--- src/rtl/link_pkg.sv ---
// Shared link-layer constants, FSM state encoding and counter helper
// for the receive deframer.
package link_pkg;

    localparam logic [7:0] SOF_DEFAULT     = 8'hA5;
    localparam int         MAX_LEN_DEFAULT = 16;
    localparam logic [7:0] CRC8_POLY       = 8'h07;

    typedef enum logic [2:0] {
        ST_IDLE    = 3'd0,
        ST_LEN     = 3'd1,
        ST_PAYLOAD = 3'd2,
        ST_CRC     = 3'd3,
        ST_DRAIN   = 3'd4
    } state_t;

    // Saturating 8-bit event counter step.
    function automatic logic [7:0] sat_inc8(input logic [7:0] v, input logic en);
        return (en && (v != 8'hFF)) ? v + 8'd1 : v;
    endfunction

endpackage

--- src/rtl/link_crc8.sv ---
// One-byte CRC-8 update: poly 0x07, MSB-first, no reflection, no final XOR.
module link_crc8
    import link_pkg::*;
(
    input  logic [7:0] crc_in,
    input  logic [7:0] data,
    output logic [7:0] crc_out
);

    logic [7:0] c;

    always_comb begin
        c = crc_in ^ data;
        for (int i = 0; i < 8; i++) begin
            c = c[7] ? ((c << 1) ^ CRC8_POLY) : (c << 1);
        end
        crc_out = c;
    end

endmodule

--- src/rtl/rx_deframer.sv ---
// Receive deframer: parses SOF/LEN/payload/CRC, buffers a checked frame
// and drains it on a valid/ready stream, with saturating event counters.
//
// state      | meaning
// -----------+-----------------------------------------------------
// ST_IDLE    | hunting for the SOF byte
// ST_LEN     | SOF seen, next byte is the payload length
// ST_PAYLOAD | writing payload bytes into the buffer
// ST_CRC     | next byte is compared against the running CRC
// ST_DRAIN   | frame verified, streaming the buffer out
module rx_deframer
    import link_pkg::*;
#(
    parameter logic [7:0] SOF     = SOF_DEFAULT,
    parameter int          MAX_LEN = MAX_LEN_DEFAULT
) (
    input  logic       clk_recovered,
    input  logic       rst_n,
    input  logic [7:0] d_in,
    input  logic       d_in_valid,
    input  logic       reframe,
    output logic [7:0] m_data,
    output logic       m_valid,
    input  logic       m_ready,
    output logic       m_last,
    output logic       busy,
    output logic [7:0] frame_ok_cnt,
    output logic [7:0] crc_err_cnt,
    output logic [7:0] drop_cnt
);

    localparam int IDX_W = (MAX_LEN > 1) ? $clog2(MAX_LEN) : 1;
    localparam int LEN_W = $clog2(MAX_LEN + 1);

    state_t            state_q, state_d;
    logic [LEN_W-1:0]  len_q;
    logic [IDX_W-1:0]  wr_idx, rd_idx, last_idx;
    logic [7:0]        crc_q, crc_next;
    logic [7:0]        buf_mem [MAX_LEN];

    logic start, load_len, upd_crc, wr_en, rd_adv;
    logic ok_evt, crc_evt, drop_evt;
    logic len_ok, xfer, drain;

    link_crc8 u_crc8 (
        .crc_in  (crc_q),
        .data    (d_in),
        .crc_out (crc_next)
    );

    assign last_idx = IDX_W'(len_q - LEN_W'(1));
    assign len_ok   = (d_in != 8'h00) && (int'(d_in) <= MAX_LEN);
    assign drain    = (state_q == ST_DRAIN);

    // m_data is gated so it reads zero outside DRAIN (buffer itself is unreset).
    assign m_valid = drain;
    assign m_data  = drain ? buf_mem[rd_idx] : 8'h00;
    assign m_last  = drain && (rd_idx == last_idx);
    assign busy    = (state_q != ST_IDLE);
    assign xfer    = m_valid && m_ready;

    always_ff @(posedge clk_recovered or negedge rst_n) begin
        if (!rst_n) begin
            state_q <= ST_IDLE;
        end else begin
            state_q <= state_d;
        end
    end

    always_comb begin
        state_d  = state_q;
        start    = 1'b0;
        load_len = 1'b0;
        upd_crc  = 1'b0;
        wr_en    = 1'b0;
        rd_adv   = 1'b0;
        ok_evt   = 1'b0;
        crc_evt  = 1'b0;
        drop_evt = 1'b0;
        case (state_q)
            ST_IDLE: begin
                if (d_in_valid && (d_in == SOF)) begin
                    state_d = ST_LEN;
                    start   = 1'b1;
                end
            end
            ST_LEN: begin
                if (reframe) begin
                    state_d  = ST_IDLE;
                    drop_evt = 1'b1;
                end else if (d_in_valid) begin
                    if (len_ok) begin
                        state_d  = ST_PAYLOAD;
                        load_len = 1'b1;
                        upd_crc  = 1'b1;
                    end else begin
                        state_d  = ST_IDLE;
                        drop_evt = 1'b1;
                    end
                end
            end
            ST_PAYLOAD: begin
                if (reframe) begin
                    state_d  = ST_IDLE;
                    drop_evt = 1'b1;
                end else if (d_in_valid) begin
                    wr_en   = 1'b1;
                    upd_crc = 1'b1;
                    if (wr_idx == last_idx) begin
                        state_d = ST_CRC;
                    end
                end
            end
            ST_CRC: begin
                if (reframe) begin
                    state_d  = ST_IDLE;
                    drop_evt = 1'b1;
                end else if (d_in_valid) begin
                    if (d_in == crc_q) begin
                        state_d = ST_DRAIN;
                        ok_evt  = 1'b1;
                    end else begin
                        state_d = ST_IDLE;
                        crc_evt = 1'b1;
                    end
                end
            end
            ST_DRAIN: begin
                if (d_in_valid && (d_in == SOF)) begin
                    drop_evt = 1'b1;
                end
                if (xfer) begin
                    rd_adv = 1'b1;
                    if (m_last) begin
                        state_d = ST_IDLE;
                    end
                end
            end
            default: begin
                state_d = ST_IDLE;
            end
        endcase
    end

    always_ff @(posedge clk_recovered or negedge rst_n) begin
        if (!rst_n) begin
            crc_q        <= 8'h00;
            len_q        <= '0;
            wr_idx       <= '0;
            rd_idx       <= '0;
            frame_ok_cnt <= 8'h00;
            crc_err_cnt  <= 8'h00;
            drop_cnt     <= 8'h00;
        end else begin
            if (start) begin
                crc_q  <= 8'h00;
                wr_idx <= '0;
            end else if (upd_crc) begin
                crc_q <= crc_next;
            end
            if (load_len) begin
                len_q <= LEN_W'(d_in);
            end
            if (wr_en) begin
                wr_idx <= wr_idx + IDX_W'(1);
            end
            if (ok_evt) begin
                rd_idx <= '0;
            end else if (rd_adv) begin
                rd_idx <= m_last ? '0 : rd_idx + IDX_W'(1);
            end
            frame_ok_cnt <= sat_inc8(frame_ok_cnt, ok_evt);
            crc_err_cnt  <= sat_inc8(crc_err_cnt, crc_evt);
            drop_cnt     <= sat_inc8(drop_cnt, drop_evt);
        end
    end

    always_ff @(posedge clk_recovered) begin
        if (wr_en) begin
            buf_mem[wr_idx] <= d_in;
        end
    end

endmodule

--- config.mk ---
export PLATFORM = sky130hd
export DESIGN_NAME = rx_deframer
export DESIGN_NICKNAME = d
export VERILOG_FILES = /design/src/rtl/link_pkg.sv /design/src/rtl/link_crc8.sv /design/src/rtl/rx_deframer.sv
export SDC_FILE = /design/constraint.sdc
export NUM_CORES = 1
export LEC_CHECK = 0
export ABC_AREA = 1
export CAP_MARGIN = 40
export CORE_MARGIN = 3
export CORE_UTILIZATION = 54
export CTS_CLUSTER_DIAMETER = 100
export DETAILED_ROUTE_END_ITERATION = 6
export PLACE_DENSITY = 0.76
export REMOVE_ABC_BUFFERS = 1
export SETUP_SLACK_MARGIN = 0.5
export SLEW_MARGIN = 0
export SYNTH_ARGS = -nofsm -noshare
export SYNTH_HDL_FRONTEND = slang
export SYNTH_SLANG_ARGS = --single-unit
--- constraint.sdc ---
create_clock -name clk_recovered -period 1.91 [get_ports clk_recovered]
set_input_delay 0.573 -clock clk_recovered [delete_from_list [all_inputs] [get_ports clk_recovered]]
set_output_delay 0.573 -clock clk_recovered [all_outputs]
set_load 0.02 [all_outputs]
Word-level counts from Yosys, hierarchy flattened
Memories as Yosys holds them, arrays and structs flattened.
Index checks and enable logic that the tools add are counted.
{"block": "word_totals", "register_bits": 47, "latchBits": 0, "ramBits": 128, "romBits": 0, "inputBits": 13, "out_inout_bits": 35, "word_cells": 114, "memories": 1}
{"memory": "buf_mem", "depth": 16, "word_bits": 8, "read_ports": 1, "rd_ports_with_merged_regs": 0, "write_ports": 1, "line": "rx_deframer.sv:39", "text": "logic [7:0] buf_mem [MAX_LEN];"}
{"block": "classes", "n_addsub": 6, "mul": 0, "div_mod_pow": 0, "n_lt_le_gt_ge": 1, "n_eq_ne": 18, "shift": 0, "muxes": 56, "n_bitwise": 9, "n_reduce_logical": 15}
{"op": "two-way mux 3 bit", "count": 19}
{"op": "two-way mux 1 bit", "count": 25}
{"op": "adder 8 x 1 -> 8 bit, second input constant", "count": 3}
{"op": "two-way mux 8 bit", "count": 3}
{"op": "inequality test 8 bit, second input constant", "count": 3}
{"op": "inverter 3 bit", "count": 8}
{"op": "two-way mux 4 bit", "count": 5}
{"op": "case mux 3 bit (5 select lines)", "count": 1}
{"op": "inequality test 3 bit, second input constant", "count": 4}
{"op": "adder 4 x 1 -> 4 bit, second input constant", "count": 2}
{"op": "== test 4 bit", "count": 2}
{"op": "== test 8 bit", "count": 1}
{"op": "== test 8 bit, second input constant", "count": 1}
{"op": "less-or-equal comparator 8 x 5 -> 1 bit, second input constant", "count": 1}
{"op": "nonzero test 8 bit", "count": 1}
{"op": "bitwise XOR 8 bit", "count": 1}
{"op": "logical AND 1 bit", "count": 7}
{"op": "AND reduction 7 bit", "count": 1}
{"op": "== test 3 x 2 -> 1 bit, second input constant", "count": 2}
{"op": "nonzero test 2 bit", "count": 3}
{"op": "inequality test 2 x 1 -> 1 bit, second input constant", "count": 2}
{"op": "subtractor 4 x 1 -> 4 bit, second input constant", "count": 1}
{"op": "== test 3 x 1 -> 1 bit, second input constant", "count": 1}
{"op": "== test 3 bit, second input constant", "count": 1}
{"op": "7 further kinds", "count": 7}

Longest topological paths before layout
{"block": "logic_depth", "depth_word": 19, "depth_mapped": 13}

Cells and area by module
A second synthesis with hierarchy kept.
{"block": "hier_totals", "cells_unflattened": 845, "area_unflattened_um2": 8356.8}
{"mod": "rx_deframer", "instances": 1, "cells_each": 771, "area_per_inst_um2": 7978.9}
{"mod": "link_crc8", "instances": 1, "cells_each": 74, "area_per_inst_um2": 377.9}

Least setup slack after synthesis
Ideal clock, no wire load.
{"block": "synth_timing", "path_kind": "reg-to-output", "startpoint": "reg rd_idx[0]", "endpoint": "out m_data[1]", "t_arrival_ns": 1.477, "slack_ns": -0.140, "path_stages_with_launch": 8, "path_cell_list": "dfrtp_1 > inv_2 > buf_4 > clkbuf_1 > o21ai_0 > o211ai_1 > nand3_1 > a21oi_1"}
{"block": "synth_between", "elab_chain_cells": 2}
{"item": "start: declaration", "line": "rx_deframer.sv:37", "text": "logic [IDX_W-1:0] wr_idx, rd_idx, last_idx;"}
{"item": "start signal: assignment", "line": "rx_deframer.sv:170", "text": "rd_idx <= m_last ? '0 : rd_idx + IDX_W'(1);"}
{"item": "memory (16 x 8 bit)"}
{"item": "two-way mux 8 bit", "line": "rx_deframer.sv:57", "text": "assign m_data = drain ? buf_mem[rd_idx] : 8'h00;"}
{"item": "end: declaration", "line": "rx_deframer.sv:22", "text": "output logic [7:0] m_data,"}
No other way between the ends.

Worst setup path in the final report
Ends and elaborated chain as after synthesis.

==> impl_metrics.csv <==
group,metric,value,unit
status,status,"finished, violations left",
status,violations,"setup timing",
yosys,synthDistinctLibCells,36,
cts,cts_tree,"done",
global_route,antenna_found_initial,0,
timing,hold-worst-slack,51.6,ps
worst_setup_path,critPathKind,"reg2out",
place,place_congestion,0.888,
worst_setup_path,start_kind,"register",
routing,first_iter_violations,1208,
layout,drive_gt1_share,42.2,%
timing,worst_slew_margin_rel,66.6,%
worst_setup_path,worstPathRequired,1340,ps
global_route,track_usage,31.5,%
layout,design_area,12200,µm²
yosys,yosys_warnings,0,
cts,cts_sinks,175,
timing,finalMaxSlewViolations,0,
global_route,gr-total-overflow,0,
floorplan,die_w,130,µm
yosys,yosys.area.top_type,"edfxtp_1",
cts,ctsHoldBuffers,0,
pwr,p_leak,4.97,nW
timing,finalSetupViolCount,49,
timing,max_freq,363,MHz
global_route,met2_usage,54.8,%
yosys,synth_top_area_share,46.6,%
worst_setup_path,path_cells,"buf_12 -> buf_4 -> nor2_1 -> nor2_1 -> o21ai_1 -> o211ai_1 -> nand3_1 -> a21oi_2 -> buf_4",
timing,rsz0062_at_grt,"yes",
routing,first_pass_iters,5,
layout,fill_cells,683,
timing,worstMarginPinSlew,499,ps
yosys,ys_top_cells_by_area,"edfxtp_1 47%, dfrtp_1 14%, nor2_1 5.8%",
global_route,grt_start_max_net_pins,28,
place,place_area,9640,µm²
routing,drc_errors,0,
cts,htreeDepth,4,
cts,numCtsBuffers,17,
worst_setup_path,critPathBufInv,3,
pwr,finalPower,11.1,mW
worst_setup_path,cp_slowest_cell,"dfrtp_2",
floorplan,initial_core_util,56.0,%
routing,drt-total-wl,30300,µm
place,hpwl,14000,µm
yosys,syn_inst,796,
cts,path_clk_slew,70,ps
floorplan,dieArea,16800,µm²
cts,clk_latency,450,ps
worst_setup_path,cp_max_fo,13,
routing,vias,7687,
floorplan,die_h,130,µm
worst_setup_path,critical_path_arrival,2180,ps
timing,min_period,2750,ps
floorplan,io_pins,48,
routing,antenna_left,0,
timing,period_share,144,%
floorplan,std_cell_rows,44,
global_route,grt_pass1_wl,40000,µm
place,port_buffers,47,
timing,setup_slack,-843,ps
pwr,peakVddDrop,651,µV
yosys,avgSynthCellArea,10.4,µm²
routing,vias_per_cell,6.33,
global_route,use_met1,39.0,%
routing,wire_per_inst,25.0,µm
cts,cts-root-buf,"clkbuf_16",
global_route,grt_pass1_vias,7355,
global_route,grtUsageMet3,6.22,%
layout,fin_nets,1042,
timing,finalClockSkew,12.7,ps
yosys,ys_seq_area_share,60.8,%
hold_path,hp-class,"in2async",
pwr,p_per_area,911,nW/µm²
cts,clk_path_buf_depth,2,
flow_run,maxCapViolCount,0,
layout,num_antenna_cells,0,
worst_setup_path,cp-end-kind,"output port",
floorplan,coreArea,14800,µm²
yosys,synth_area,8260,µm²
timing,hold_viol,0,
timing,finalSetupTns,-9390,ps
worst_setup_path,slowest_delay,370,ps
worst_setup_path,path_delay_family,"buffers and inverters",
global_route,busiest_layer,"met2",
yosys,ys_ff_latch,175,
layout,area.growth.synth_to_final,48.0,%
-- worst paths after layout --
| path | cells after the start | slack [ps] | endpoint | start |
|---|---|---|---|---|
| worst min-delay path | 1 | 50 | drop_cnt[4] | rst_n |
| worst max register to register | 14 | -230 | rd_idx[3] | len_q[0] |
| min in group clk_recovered | 1 | 500 | buf_mem[3][2] | d_in[2] |
| worst min register to register | 2 | 560 | frame_ok_cnt[1] | frame_ok_cnt[1] |
| worst max-delay path | 9 | -840 | m_data[1] | rd_idx[0] |
| max in group asynchronous | 2 | 1310 | crc_q[0] | rst_n |
-- Yosys cell counts (all sizes together) --
master  count
nand3      67
buf        17
ha         12
o211ai     24
o21ai      82
nor3        6
nand3b      1
a21oi       9
o21a        2
nand4      15
nor2      141
clkinv      2
o221ai      8
nand2     128
clkbuf     10
edfxtp    128
xnor2      16
a22o        1
inv        57
and2        1
xor2       22
dfrtp      47
-- state kept, by name, summed over array words and instances (netlist names) --
signal        count
len_q             4
wr_idx            4
crc_q             8
frame_ok_cnt      8
drop_cnt          8
buf_mem         128
state_q           3
rd_idx            4
crc_err_cnt       8
-- kinds of logic (layout without fill, tap and decap cells) --
group	count (synthesis)	after routing	synth area share, %
xor gates and xnor gates	38	38	4.40
and+or+nand+nor	359	361	19.4
AOI/OAI and AO/OA	126	126	8.97
buffers and inverters	86	318	4.56
adders and majority gates	12	12	1.82
DFF	175	175	60.8
-- power by group --
| part | total [mW] | leakage, nW | switching [mW] | internal, mW |
|---|---|---|---|---|
| Clock | 3.57 | 0.281 | 1.62 | 1.95 |
| Sequential | 4.43 | 1.77 | 0.197 | 4.23 |
| Combinational | 3.13 | 2.92 | 1.70 | 1.43 |
| Total | 11.1 | 4.97 | 3.52 | 7.61 |
-- worst reg2reg max path, cell delays in order, from the launching register on --
cell	delay [ps]
dfrtp_1	400
inv_1	90
ha_2	230
inv_2	70
nand2_1	110
nand3_1	170
nand2_1	150
nor2_2	70
nand2_2	90
nor2_4	50
buf_4	140
buf_4	140
nor2_2	150
nand2_1	110
nand2_1	90
-- routing by layer --
layer	wire length [µm]	share of wire, %
met4	1950	6.4
met1	10200	34
met2	15100	50
met5	0	0
met3	3040	10
-- cell type report --
cell class | count | area [µm²] | area share (%)
Timing Repair Buffer | 227 | 2420 | 19.8
Tap cell | 184 | 230 | 1.88
Multi-Input combinational cell | 537 | 3690 | 30.2
Sequential cell | 175 | 5030 | 41.2
Inverter | 59 | 263 | 2.15
Clock buffer | 18 | 429 | 3.51
Clock inverter | 14 | 156 | 1.28
-- through the flow --
stage	worst slack (ps)	instances	utilization, %
6_report	-843	1214	82.8
5_1_grt	-918	1214	82.8
4_1_cts	-678	1197	78.9
3_5_place_dp	-837	1101	65.4
3_3_place_gp	-819	1101	65.4
2_1_floorplan	-1160	769	-
-- layout by cell type (no fill, tap or decap), types with 8 or more instances in the layout --
master / count
edfxtp_1: 128
nand3_2: 21
o21ai_0: 47
nor2_4: 36
nand2_4: 16
buf_12: 18
nand4_1: 15
nand2_1: 84
clkbuf_16: 17
inv_1: 41
o21ai_2: 14
nand3_1: 38
o21ai_1: 21
xor2_1: 17
buf_6: 69
nor2_1: 92
inv_2: 11
buf_4: 110
dfrtp_1: 40
nand2_2: 23
xnor2_1: 9
o221ai_1: 8
nor2_2: 14
buf_8: 12
nand3_4: 8
o211ai_1: 24
-- what timing repair did --
item,CTS,global route
setup buffers,56,17
resized for setup,435,119
gates cloned,8,0
pin swaps,87,54
endpoints found under the setup margin,210,210
(Power assumes the default switching activity.)
